`src/rtl/health_alarm_fsm_pkg.sv`:
```
// health_alarm_fsm_pkg
//   Shared definitions for the health alarm qualifier:
//   - FSM state encodings and state width
//   - default persistence count
//   - saturating 8-bit increment used by the optional alarm log counter
package health_alarm_fsm_pkg;

  localparam int ST_W = 2;

  localparam logic [1:0] ST_NORMAL  = 2'd0;
  localparam logic [1:0] ST_SUSPECT = 2'd1;
  localparam logic [1:0] ST_ALARM   = 2'd2;
  localparam logic [1:0] ST_ACKED   = 2'd3;

  localparam int PERSIST_DEFAULT = 3;

  // Increment that sticks at 255 instead of wrapping to 0.
  function automatic logic [7:0] sat_inc8(input logic [7:0] v);
    if (v == 8'd255) begin
      return v;
    end else begin
      return v + 8'd1;
    end
  endfunction

endpackage

```
`src/rtl/health_alarm_fsm_persist_counter.sv`:
```
// persist_counter
//   Counts consecutive out-of-range samples for the health alarm FSM.
//   Synchronous clear, saturating increment (sticks at PERSIST), and a
//   flag that is high when this cycle's increment lands exactly on PERSIST.
// Ports
//   clk  in   system clock, rising edge
//   rst  in   asynchronous active-high reset
//   clr  in   synchronous clear; combined with inc the counter restarts at 1
//   inc  in   count one more out-of-range sample
//   cnt  out  current count (registered)
//   hit  out  inc is asserted and the updated count equals PERSIST
module persist_counter #(
  parameter int CNT_W   = 3,
  parameter int PERSIST = 3
) (
  input  logic             clk,
  input  logic             rst,
  input  logic             clr,
  input  logic             inc,
  output logic [CNT_W-1:0] cnt,
  output logic             hit
);

  localparam logic [CNT_W-1:0] LIMIT = CNT_W'(PERSIST);

  logic [CNT_W-1:0] base;
  logic [CNT_W-1:0] cnt_nxt;

  // Clear takes effect before the increment so clr+inc yields a count of 1.
  always_comb begin
    base    = clr ? {CNT_W{1'b0}} : cnt;
    cnt_nxt = base;
    if (inc && (base != LIMIT)) begin
      cnt_nxt = base + CNT_W'(1);
    end else begin
      cnt_nxt = base;
    end
    hit = inc && (cnt_nxt == LIMIT);
  end

  // Counter register.
  always_ff @(posedge clk or posedge rst) begin
    if (rst) begin
      cnt <= {CNT_W{1'b0}};
    end else begin
      cnt <= cnt_nxt;
    end
  end

endmodule

```
`src/rtl/health_alarm_fsm.sv`:
```
// health_alarm_fsm
//   Qualifies low/high threshold comparator flags per valid sample and raises
//   a latched alarm after PERSIST consecutive out-of-range samples. The alarm
//   holds until acknowledged; re-arming requires an in-range sample.
//   Optional feature macro: HEALTH_ALARM_LOG_EN (alarm_cnt counts alarms
//   raised, saturating at 255; without it alarm_cnt is constant zero).
// Ports
//   clk        in   system clock, rising edge
//   rst        in   asynchronous active-high reset
//   smp_vld    in   comparator flags valid this cycle
//   lo_lt      in   value below LOW limit
//   lo_eq      in   value equal to LOW limit (in range)
//   hi_gt      in   value above HIGH limit
//   hi_eq      in   value equal to HIGH limit (in range)
//   ack        in   operator acknowledge pulse
//   alarm      out  registered alarm (buzzer)
//   alarm_lo   out  registered: qualifying sample(s) were below LOW
//   alarm_hi   out  registered: qualifying sample(s) were above HIGH
//   state      out  current FSM state
//   alarm_cnt  out  alarms raised since reset
module health_alarm_fsm
  import health_alarm_fsm_pkg::*;
#(
  parameter int PERSIST = PERSIST_DEFAULT,
  parameter int CNT_W   = 3
) (
  input  logic            clk,
  input  logic            rst,
  input  logic            smp_vld,
  input  logic            lo_lt,
  input  logic            lo_eq,
  input  logic            hi_gt,
  input  logic            hi_eq,
  input  logic            ack,
  output logic            alarm,
  output logic            alarm_lo,
  output logic            alarm_hi,
  output logic [ST_W-1:0] state,
  output logic [7:0]      alarm_cnt
);

  logic            v_oor;
  logic            v_in;
  logic            cnt_clr;
  logic            cnt_inc;
  logic            cnt_hit;
  logic [CNT_W-1:0] cnt;
  logic [ST_W-1:0] state_nxt;
  logic            lo_nxt;
  logic            hi_nxt;
  logic            eq_unused;

  // Equality flags only mean "in range", which is already implied by the
  // absence of lo_lt/hi_gt.
  assign eq_unused = lo_eq ^ hi_eq;

  // Sample classification; nothing is classified without smp_vld.
  always_comb begin
    v_oor = smp_vld & (lo_lt | hi_gt);
    v_in  = smp_vld & ~(lo_lt | hi_gt);
  end

  // Persistence counter control: restart on any in-range sample, and restart
  // at 1 when a new out-of-range run begins from NORMAL.
  always_comb begin
    cnt_inc = v_oor;
    if (v_in || ((state == ST_NORMAL) && v_oor)) begin
      cnt_clr = 1'b1;
    end else begin
      cnt_clr = 1'b0;
    end
  end

  persist_counter #(
    .CNT_W   (CNT_W),
    .PERSIST (PERSIST)
  ) u_persist (
    .clk (clk),
    .rst (rst),
    .clr (cnt_clr),
    .inc (cnt_inc),
    .cnt (cnt),
    .hit (cnt_hit)
  );

  // Next-state and direction-flag logic.
  always_comb begin
    state_nxt = state;
    lo_nxt    = alarm_lo;
    hi_nxt    = alarm_hi;
    case (state)
      ST_NORMAL, ST_SUSPECT: begin
        if (v_oor) begin
          if (cnt_hit) begin
            // Entry into ALARM: flags come from the qualifying sample.
            state_nxt = ST_ALARM;
            lo_nxt    = lo_lt;
            hi_nxt    = hi_gt;
          end else begin
            state_nxt = ST_SUSPECT;
          end
        end else if (v_in) begin
          state_nxt = ST_NORMAL;
        end else begin
          state_nxt = state;
        end
      end
      ST_ALARM: begin
        if (ack && v_in) begin
          state_nxt = ST_NORMAL;
          lo_nxt    = 1'b0;
          hi_nxt    = 1'b0;
        end else begin
          if (ack) begin
            state_nxt = ST_ACKED;
          end else begin
            state_nxt = ST_ALARM;
          end
          if (v_oor) begin
            lo_nxt = alarm_lo | lo_lt;
            hi_nxt = alarm_hi | hi_gt;
          end else begin
            lo_nxt = alarm_lo;
            hi_nxt = alarm_hi;
          end
        end
      end
      ST_ACKED: begin
        // Re-arm only after an in-range sample; ack has no effect here.
        if (v_in) begin
          state_nxt = ST_NORMAL;
          lo_nxt    = 1'b0;
          hi_nxt    = 1'b0;
        end else begin
          state_nxt = ST_ACKED;
        end
      end
      default: begin
        state_nxt = ST_NORMAL;
        lo_nxt    = 1'b0;
        hi_nxt    = 1'b0;
      end
    endcase
  end

  // State and output registers; alarm follows the state being entered.
  always_ff @(posedge clk or posedge rst) begin
    if (rst) begin
      state    <= ST_NORMAL;
      alarm    <= 1'b0;
      alarm_lo <= 1'b0;
      alarm_hi <= 1'b0;
    end else begin
      state    <= state_nxt;
      alarm    <= (state_nxt == ST_ALARM);
      alarm_lo <= lo_nxt;
      alarm_hi <= hi_nxt;
    end
  end

`ifdef HEALTH_ALARM_LOG_EN
  // Alarm log: counts entries into ALARM, saturating.
  always_ff @(posedge clk or posedge rst) begin
    if (rst) begin
      alarm_cnt <= 8'd0;
    end else if ((state_nxt == ST_ALARM) && (state != ST_ALARM)) begin
      alarm_cnt <= sat_inc8(alarm_cnt);
    end else begin
      alarm_cnt <= alarm_cnt;
    end
  end
`else
  assign alarm_cnt = 8'd0;
`endif

endmodule

```
`config.mk`:
```
export PLATFORM = sky130hd
export DESIGN_NAME = health_alarm_fsm
export DESIGN_NICKNAME = d
export VERILOG_FILES = /design/src/rtl/health_alarm_fsm_pkg.sv /design/src/rtl/health_alarm_fsm_persist_counter.sv /design/src/rtl/health_alarm_fsm.sv
export SDC_FILE = /design/constraint.sdc
export NUM_CORES = 1
export LEC_CHECK = 0
export ABC_AREA = 1
export CAP_MARGIN = 5
export CORE_AREA = 2 2 39 41
export CTS_BUF_LIST = sky130_fd_sc_hd__clkbuf_16
export CTS_CLUSTER_DIAMETER = 150
export CTS_CLUSTER_SIZE = 16
export DETAILED_ROUTE_END_ITERATION = 16
export DIE_AREA = 0 0 41 43
export DONT_BUFFER_PORTS = 1
export PLACE_DENSITY = 0.7
export SYNTH_ARGS = -nofsm -noshare
export SYNTH_HDL_FRONTEND = slang
export SYNTH_SLANG_ARGS = --single-unit
```
`constraint.sdc`:
```
create_clock -name clk -period 1.8 [get_ports clk]
set_input_delay 0.09 -clock clk [delete_from_list [all_inputs] [get_ports clk]]
set_output_delay 0.09 -clock clk [all_outputs]
set_load 0.05 [all_outputs]
```
==> results.py, run 1 <==
metrics = {
    "clock_tree": {
        "clk_pin_slew_ns": 0.04,
        "root_buffer": "clkbuf_16",
        "cts_htree_levels": 1,
        "clk_latency_ns": 0.23,
        "tritoncts": "yes",
        "cts.sinks": 8,
        "cts_buffers": 3,
        "clk_path_buf_depth": 2,
    },
    "logic_synthesis": {
        "avgSynthCellArea_um2": 7.19,
        "async_flop_share": 1.00,
        "synth_cells": 83,
        "synth_top_area_frac": 0.335,
        "synth_edf_count": 0,
        "yosysTopAreaCell": "dfrtp_1",
        "ys_types": 19,
        "synth_top_flop_cell": "dfrtp_1",
        "synth.area.top_cells": "dfrtp_1 (34%), nand2_1 (13%), buf_4 (10%)",
        "ys_ff_latch": 8,
        "ys_warn_count": 0,
        "yosys.cell_count.top_type": "nand2_1",
        "mappedNetlistArea_um2": 597,
        "synth_common_cells": "nand2_1 (20), inv_1 (12), buf_4 (8), dfrtp_1 (8), nand3_1 (7)",
        "yosysSeqAreaShare": 0.335,
    },
    "setup_path": {
        "ff2ff_setup_slack_ns": -0.19,
        "worstPathMaxFanout": 4,
        "cp.arrival_ns": 2.10,
        "slowest_delay_ns": 0.41,
        "end_kind": "flip-flop",
        "crit_type": "reg2reg",
        "startpoint_type": "flip-flop",
        "cp_slowest_cell": "dfrtp_2",
        "crit_path_cell_trace": "inv_2, nand3_4, nand3_4, inv_2, ha_4, ha_4, inv_2, nand3_4, inv_4, nand2_2, nand2_2, nand4_1, nand2_1, nand2_1, nand2_1, nand2_1",
        "crit_required_ns": 1.91,
        "crit_top_cell": "nand2_1",
    },
    "drt": {
        "drcViolationCount": 0,
        "drt-initial-drc-count": 14,
        "dr_wl_met3_um": 58,
        "wl_mm": 1.38,
        "vias": 586,
        "met2_length_um": 707,
        "postRouteAntennaNets": 0,
        "route.top_layer_used": "met4",
        "viasPerCell": 4.84,
        "dr.pass1.iters": 4,
        "routedWlPerCell_um": 11.4,
        "wl_met1_um": 585,
    },
    "flow_run": {
        "maxCapViolCount": 0,
    },
    "power_and_ir_drop": {
        "vdd_drop_max_mv": 0.842,
        "combPwrFrac": 0.555,
        "power_density_nw_per_um2": 1740,
        "switchingPower_w": 0.000652,
        "power_leakage_nw": 0.479,
        "netSwitchingFraction": 0.421,
        "clkPwrFrac": 0.240,
        "intPower_w": 0.000898,
        "p_seq_frac": 0.205,
    },
    "sta": {
        "rsz0062_at_grt": "yes",
        "finalHoldViolCount": 0,
        "fin_ws_ns": -0.189,
        "min_period_over_period": 1.10,
        "whs_ns": 0.0613,
        "clock.fmax_ghz": 0.503,
        "slew_viol_final": 0,
        "setup_violations": 6,
        "fin_skew_ns": 0.000657,
        "period_needed_ns": 1.99,
    },
    "cells_and_area": {
        "antenna-diode-count": 0,
        "drive_above_1_share": 0.467,
        "stdcell_area_um2": 891,
        "syn_to_final_growth_pct": 49.3,
        "nets": 116,
    },
    "placed_design": {
        "place_area_um2": 706,
        "gp_congestion": 0.682,
        "place_hpwl_um": 958,
        "io_buffers": 0,
    },
    "floorplan": {
        "die-width_um": 41,
        "die-area_um2": 1760,
        "start_util": 0.431,
        "die_y_um": 43,
        "io_pins": 21,
        "rows": 14,
        "core_um2": 1380,
    },
    "grt": {
        "grt-ovfl-total": 0,
        "antenna_found_initial": 0,
        "track_usage": 0.186,
        "grt_max_degree": 9,
        "grt_pass1_vias": 553,
        "grt_pass1_wl_mm": 2.15,
    },
    "outcome": {
        "status": "complete, but fails checks",
        "violations": "negative setup slack",
    },
    "min_path": {
        "hp-class": "in2reg",
    },
}
flip-flops by register name (all words and copies together) (netlist names):
signal / flops
alarm: 1
alarm_hi: 1
alarm_lo: 1
state: 2
u_persist.cnt: 3
path summary, 6_finish.rpt:
kind | from | endpoint | depth (start not counted)
worst min-delay path | ack | state[0] | 2
worst max-delay path | state[0] | alarm_lo | 16
worst max register to register | state[0] | alarm_lo | 16
min in group asynchronous | rst | u_persist.cnt[1] | 2
max in group asynchronous | rst | state[1] | 2
worst min register to register | alarm_hi | alarm_hi | 3
logic make-up (layout without fill, tap and decap cells):
family	Yosys count	after routing	share of synthesized area
simple gates	45	45	0.367
buf+inv	21	36	0.182
flops	8	8	0.335
compound gates	6	6	0.0671
fa+ha+maj	2	2	0.0419
other cells	1	8	0.00628
area by class of cell:
type / instances / area (µm²)
fillers: 109 / 493
clock inverters: 1 / 3.75
inverters: 13 / 51.3
flip-flops and latches: 8 / 203
clock buffers: 3 / 75.1
multi-input cells: 61 / 393
well taps: 16 / 20.0
repair buffers: 19 / 145
worst max-delay path: cells and delay by family (launching register included):
kind / cells / cell delay (ns)
and+or+nand+nor: 10 / 0.87
DFF: 1 / 0.41
buffers and inverters: 4 / 0.29
adders and majority gates: 2 / 0.29
repair_timing:
item / 4_1_cts / 5_1_grt
hold endpoints to repair: 8 / 0
pin swaps: 13 / 12
buffers inserted: 6 / 1
hold buffers: 1 / 0
setup endpoints to repair: 5 / 6
gates resized for setup: 7 / 4
power groups by stage:
stage | sequential [W] | combinational [W] | clock [W]
3_3_place_gp | 0.000313 | 0.000674 | 0
6_report | 0.000318 | 0.000860 | 0.000372
4_1_cts | 0.000314 | 0.000810 | 0.000382
2_1_floorplan | 0.000463 | 0.000343 | 0
3_5_place_dp | 0.000316 | 0.000688 | 0
5_1_grt | 0.000327 | 0.000930 | 0.000395
cells in the final DEF, fill, tap and decap left out, drive strengths merged, types with 2 or more instances in the layout:
master,instances
conb,8
o21ai,2
nand3,10
nand2,26
nor2,7
ha,2
clkbuf,3
o32ai,2
inv,14
dfrtp,8
buf,18
layer usage:
layer	vias to the layer above	track usage
li1	287	-
met1	277	0.218
met2	18	0.288
met3	4	0.0419
met4	0	0.120
met5	-	0
stage by stage:
stage	setup TNS (ns)	utilization	setup slack, ns	power, W	cells
after floorplan	-0.719	-	-0.172	0.000806	90
after global placement	-0.194	0.510	-0.0926	0.000988	109
after detailed placement	-0.347	0.510	-0.138	0.00100	109
after CTS	-0.351	0.624	-0.138	0.00151	120
after global routing	-1.30	0.644	-0.312	0.00165	121
final	-0.596	0.644	-0.189	0.00155	121
(Power assumes the default switching activity.)
==> inputs of run 2 (changes only) <==
BUFFER_PORTS_ARGS = -buffer_cell sky130_fd_sc_hd__buf_2   (was unset)
CORE_AREA = unset   (was 2 2 39 41)
CORE_UTILIZATION = 42   (was unset)
DIE_AREA = unset   (was 0 0 41 43)
DONT_BUFFER_PORTS = unset   (was 1)
MAX_ROUTING_LAYER = met4   (was unset)
PLACE_DENSITY = 0.8   (was 0.7)
==> run 2 against run 1 <==
  * Die area fell by 11%
  * Combinational power rose by 15%
  * Via count rose by 6.8%
  * Final cell count rose by 11%
  * Critical path type unchanged
  * Global-route usage rose by 4.3 points
  * Final area rose by 9.3%
  * The flow still finishes with violations (negative setup slack)
  * Sequential share of layout area fell by 1.9 points
==> results.py, run 2 (synthesis results as in run 1) <==
metrics = {
    "outcome": {
        "status": "complete, but fails checks",
        "violations": "negative setup slack",
    },
    "sta": {
        "slew_viol_final": 0,
        "whs_ns": 0.181,
        "fin_tns_setup_ns": -0.864,
        "fin_ws_ns": -0.198,
        "rsz0062_at_grt": "yes",
        "min_period_over_period": 1.11,
        "setup_violations": 7,
        "finalHoldViolCount": 0,
        "fin_skew_ns": 0.00101,
        "period_needed_ns": 2.00,
        "clock.fmax_ghz": 0.501,
    },
    "cells_and_area": {
        "syn_to_final_growth_pct": 63.1,
        "largestRegisters": "u_persist.cnt (3), state (2)",
        "final_util": 0.739,
        "regArea_um2": 203,
        "final_cells": 134,
        "layout_commonest_cell": "buf_4",
        "multiInputGateArea_um2": 380,
        "mostFrequentLayoutCells": "buf_4 (22), nand2_1 (15), nand2_2 (11), buf_2 (10)",
        "nets": 131,
        "regMostFlops": "u_persist.cnt",
        "largest_reg_flops": 3,
        "antenna-diode-count": 0,
        "fillers": 94,
        "drive_above_1_share": 0.546,
    },
    "drt": {
        "viasPerCell": 4.67,
        "routedWlPerCell_um": 11.9,
        "postRouteAntennaNets": 0,
        "wl_mm": 1.60,
        "vias": 626,
        "dr.pass1.iters": 4,
        "drt-initial-drc-count": 18,
        "drcViolationCount": 0,
    },
    "floorplan": {
        "die-area_um2": 1580,
        "core_um2": 1320,
        "io_pins": 21,
        "die_y_um": 39.7,
        "die-width_um": 39.7,
        "rows": 13,
        "start_util": 0.453,
    },
    "grt": {
        "antenna_found_initial": 0,
        "grt-ovfl-total": 0,
        "track_usage": 0.229,
        "grt_pass1_vias": 533,
        "grt_max_degree": 9,
        "grt_pass1_wl_mm": 2.24,
    },
    "min_path": {
        "hp-start": "ack",
        "hp-class": "in2reg",
    },
    "power_and_ir_drop": {
        "power_density_nw_per_um2": 1700,
        "vdd_drop_max_mv": 1.01,
        "p_total_w": 0.00166,
        "power_leakage_nw": 0.544,
    },
    "clock_tree": {
        "cts_htree_levels": 1,
        "cts.sinks": 8,
        "clk_pin_slew_ns": 0.03,
        "tritoncts": "yes",
        "clk_latency_ns": 0.23,
        "root_buffer": "clkbuf_16",
        "cts_buffers": 3,
        "clk_path_buf_depth": 2,
    },
    "setup_path": {
        "cp-startpoint": "state[0]",
        "worstReg2RegStart": "state[0]",
        "ff2ff_setup_slack_ns": -0.20,
        "startpoint_type": "flip-flop",
        "cp.arrival_ns": 2.11,
        "crit_type": "reg2reg",
        "end_kind": "flip-flop",
        "worstPathMaxFanout": 3,
        "crit_required_ns": 1.91,
    },
    "placed_design": {
        "io_buffers": 10,
        "place_hpwl_mm": 1.00,
        "placed_cells": 117,
        "gp_congestion": 0.723,
    },
    "flow_run": {
        "maxCapViolCount": 0,
    },
}
==> run 2: final timing paths <==
check                            to  cells after the start
max reg2reg                alarm_hi                     16
min reg2reg                alarm_lo                      2
min                        state[0]                      3
max                        alarm_hi                     16
min in group asynchronous  alarm_hi                      3
max in group asynchronous  state[0]                      3
==> run 2: timing repair <==
action                                 CTS  global route
endpoints found under the hold margin    8             0
pin swaps                               19            11
cloned                                   0             0
setup endpoints to repair                5             8
setup buffers                           12             1
resized for setup                        8             2
hold buffers                             1             0
==> run 2: layout make-up <==
type | instances | area share
Multi-Input combinational cell | 61 | 0.391
Timing Repair Buffer | 34 | 0.252
Sequential cell | 8 | 0.208
Clock buffer | 3 | 0.0771
Inverter | 13 | 0.0527
Tap cell | 15 | 0.0193
==> run 2: power by group <==
| group | switching (W) | internal [W] |
|---|---|---|
| Combinational | 0.000567 | 0.000426 |
| Clock | 0.0000745 | 0.000285 |
| Sequential | 0.0000498 | 0.000256 |
==> run 2: worst max-delay path, cell delays in order (launching register included) <==
cell and delay (ns):
dfrtp_2 0.40, inv_2 0.08, nand3_2 0.10, nand3_2 0.11
inv_2 0.05, ha_4 0.16, ha_4 0.15, inv_2 0.05
nand3_4 0.09, inv_4 0.09, nand2_2 0.05, nand2_2 0.07
nand4_1 0.14, nand2_1 0.14, nand2_1 0.08, nand2_1 0.06
nand2_1 0.06
==> run 2: per-layer routing <==
| metal | GRT usage | wire length [µm] | vias to the layer above |
|---|---|---|---|
| met3 | 0.0170 | 40 | 2 |
| met4 | 0.103 | 21 | 0 |
| met2 | 0.414 | 822 | 18 |
| met5 | - | 0 | - |
| li1 | - | - | 316 |
| met1 | 0.253 | 716 | 290 |
==> run 2: stage by stage <==
step	setup WS [ns]	area (µm²)
6_report	-0.198	973
5_1_grt	-0.334	973
4_1_cts	-0.118	961
3_5_place_dp	-0.140	747
3_3_place_gp	-0.0774	747
2_1_floorplan	-0.172	663
==> inputs of run 3 (changes only) <==
PLACE_DENSITY = 0.72   (was 0.8)
REMOVE_ABC_BUFFERS = 1   (was unset)
==> run 3 against run 2 <==
  * The run still ends with negative setup slack left
  * Sequential share of layout area increased by 1.4 points
  * Non-clock buffer count decreased by 7
  * Final cell count decreased by 5.2%
  * Power decreased by 8.7%
  * Global-route usage decreased by 3.4 points
  * Sequential power decreased by 2%
  * Final area decreased by 7.5%
  * Maximum frequency increased by 1.3%
  * Die area unchanged
  * Clock skew about the same
  * First-iteration DRC count decreased by 28%
==> results.py, run 3 (synthesis results as in run 1) <==
metrics = {
    "outcome": {
        "status": "complete, but fails checks",
        "violations": "negative setup slack",
    },
    "grt": {
        "track_usage": 0.195,
        "grt-busiest-layer": "met2",
        "antenna_found_initial": 0,
        "met3_usage": 0.0170,
        "grt_pass1_vias": 494,
        "grt-ovfl-total": 0,
        "grt_pass1_wl_mm": 1.98,
        "use_met1": 0.254,
        "grt_max_degree": 9,
        "use_met2": 0.311,
    },
    "power_and_ir_drop": {
        "vdd_drop_max_mv": 1.09,
        "netSwitchingFraction": 0.426,
        "power_leakage_nw": 0.506,
        "power_density_nw_per_um2": 1680,
        "clkPwrFrac": 0.240,
        "switchingPower_w": 0.000645,
        "combPwrFrac": 0.561,
        "intPower_w": 0.000868,
        "p_seq_frac": 0.199,
    },
    "floorplan": {
        "die-width_um": 39.7,
        "die_y_um": 39.7,
        "die-area_um2": 1580,
        "start_util": 0.453,
        "core_um2": 1320,
        "io_pins": 21,
        "rows": 13,
    },
    "drt": {
        "wl_mm": 1.39,
        "postRouteAntennaNets": 0,
        "drcViolationCount": 0,
        "viasPerCell": 4.79,
        "drt-initial-drc-count": 13,
        "vias": 608,
        "dr.pass1.iters": 4,
        "routedWlPerCell_um": 11.0,
    },
    "cells_and_area": {
        "nets": 124,
        "fillers": 109,
        "drive_above_1_share": 0.491,
        "regMostFlops": "u_persist.cnt",
        "largest_reg_flops": 3,
        "regArea_um2": 200,
        "antenna-diode-count": 0,
        "multiInputGateArea_um2": 375,
        "final_util": 0.684,
        "layout_commonest_cell": "buf_4",
        "syn_to_final_growth_pct": 50.9,
        "largestRegisters": "u_persist.cnt (3), state (2)",
        "mostFrequentLayoutCells": "buf_4 (16), nand2_1 (15), nand2_2 (11), buf_2 (10)",
        "final_cells": 127,
    },
    "clock_tree": {
        "cts_buffers": 3,
        "clk_pin_slew_ns": 0.04,
        "clk_latency_ns": 0.23,
        "cts_htree_levels": 1,
        "tritoncts": "yes",
        "clk_path_buf_depth": 2,
        "cts.sinks": 8,
        "root_buffer": "clkbuf_16",
    },
    "setup_path": {
        "end_kind": "flip-flop",
        "cp.arrival_ns": 2.08,
        "startpoint_type": "flip-flop",
        "cp-startpoint": "state[1]",
        "worstReg2RegStart": "state[1]",
        "crit_type": "reg2reg",
        "crit_required_ns": 1.91,
        "worstPathMaxFanout": 4,
    },
    "sta": {
        "slew_viol_final": 0,
        "whs_ns": 0.179,
        "setup_violations": 5,
        "finalHoldViolCount": 0,
        "min_period_over_period": 1.10,
        "fin_tns_setup_ns": -0.485,
        "fin_skew_ns": 0.000728,
        "fin_ws_ns": -0.173,
        "period_needed_ns": 1.97,
        "rsz0062_at_grt": "yes",
        "clock.fmax_ghz": 0.507,
    },
    "placed_design": {
        "io_buffers": 10,
        "gp_congestion": 0.764,
        "placed_cells": 117,
        "place_hpwl_um": 987,
    },
    "min_path": {
        "hp-class": "in2reg",
        "hp-start": "ack",
    },
    "flow_run": {
        "maxCapViolCount": 0,
    },
}
## run 3: cell count changes in the layout (fill, tap and decap cells not counted), sizes merged
cell / delta
buf: -7
## run 3: critical path, stage by stage (launching register included)
cell and delay (ns):
dfrtp_1 0.39, inv_2 0.10, nand3_2 0.10, nand3_2 0.08, inv_2 0.05, ha_4 0.15
ha_4 0.15, inv_2 0.06, nand3_4 0.09, inv_4 0.08, nand2_2 0.06, nand2_2 0.08
nand4_1 0.14, nand2_1 0.13, nand2_1 0.08, nand2_1 0.07, nand2_1 0.06
## run 3: layout make-up
class                   count  share of cell area
clock buffers               3              0.0833
inverters                  13              0.0569
multi-input cells          61               0.417
flip-flops and latches      8               0.222
well taps                  15              0.0208
repair buffers             27               0.200
## run 3: worst paths after layout
kind	endpoint	slack, ns	depth (start not counted)
max reg2reg	alarm_hi	-0.17	16
max	alarm_hi	-0.17	16
max in group asynchronous	u_persist.cnt[2]	1.24	3
min in group asynchronous	u_persist.cnt[1]	0.34	3
min	state[0]	0.18	3
min reg2reg	alarm_lo	0.50	2
## run 3: power by group through the flow
stage | clock (W) | sequential [W] | combinational [W]
after floorplan | 0 | 0.000454 | 0.000301
after global placement | 0 | 0.000294 | 0.000660
after detailed placement | 0 | 0.000298 | 0.000672
after CTS | 0.000372 | 0.000300 | 0.000777
after global routing | 0.000381 | 0.000312 | 0.000906
final | 0.000364 | 0.000301 | 0.000849
## run 3: timing repair
action	in CTS	in global routing
buffers inserted	5	1
hold buffers	1	0
setup endpoints to repair	5	8
resized for setup	14	6
endpoints found under the hold margin	8	0
pin swaps	12	9
## run 3: through the flow
step,total power [W],instance area [µm²],setup slack [ns]
CTS,0.00145,865,-0.126
detailed placement,0.000971,707,-0.277
floorplan,0.000755,563,-0.393
global placement,0.000954,707,-0.207
global route,0.00160,901,-0.249
finish,0.00151,901,-0.173
## run 3: routing by layer
layer | wire (µm) | part of all wire
met1 | 652 | 0.47
met5 | 0 | 0
met2 | 692 | 0.50
met4 | 15 | 0.011
met3 | 31 | 0.022
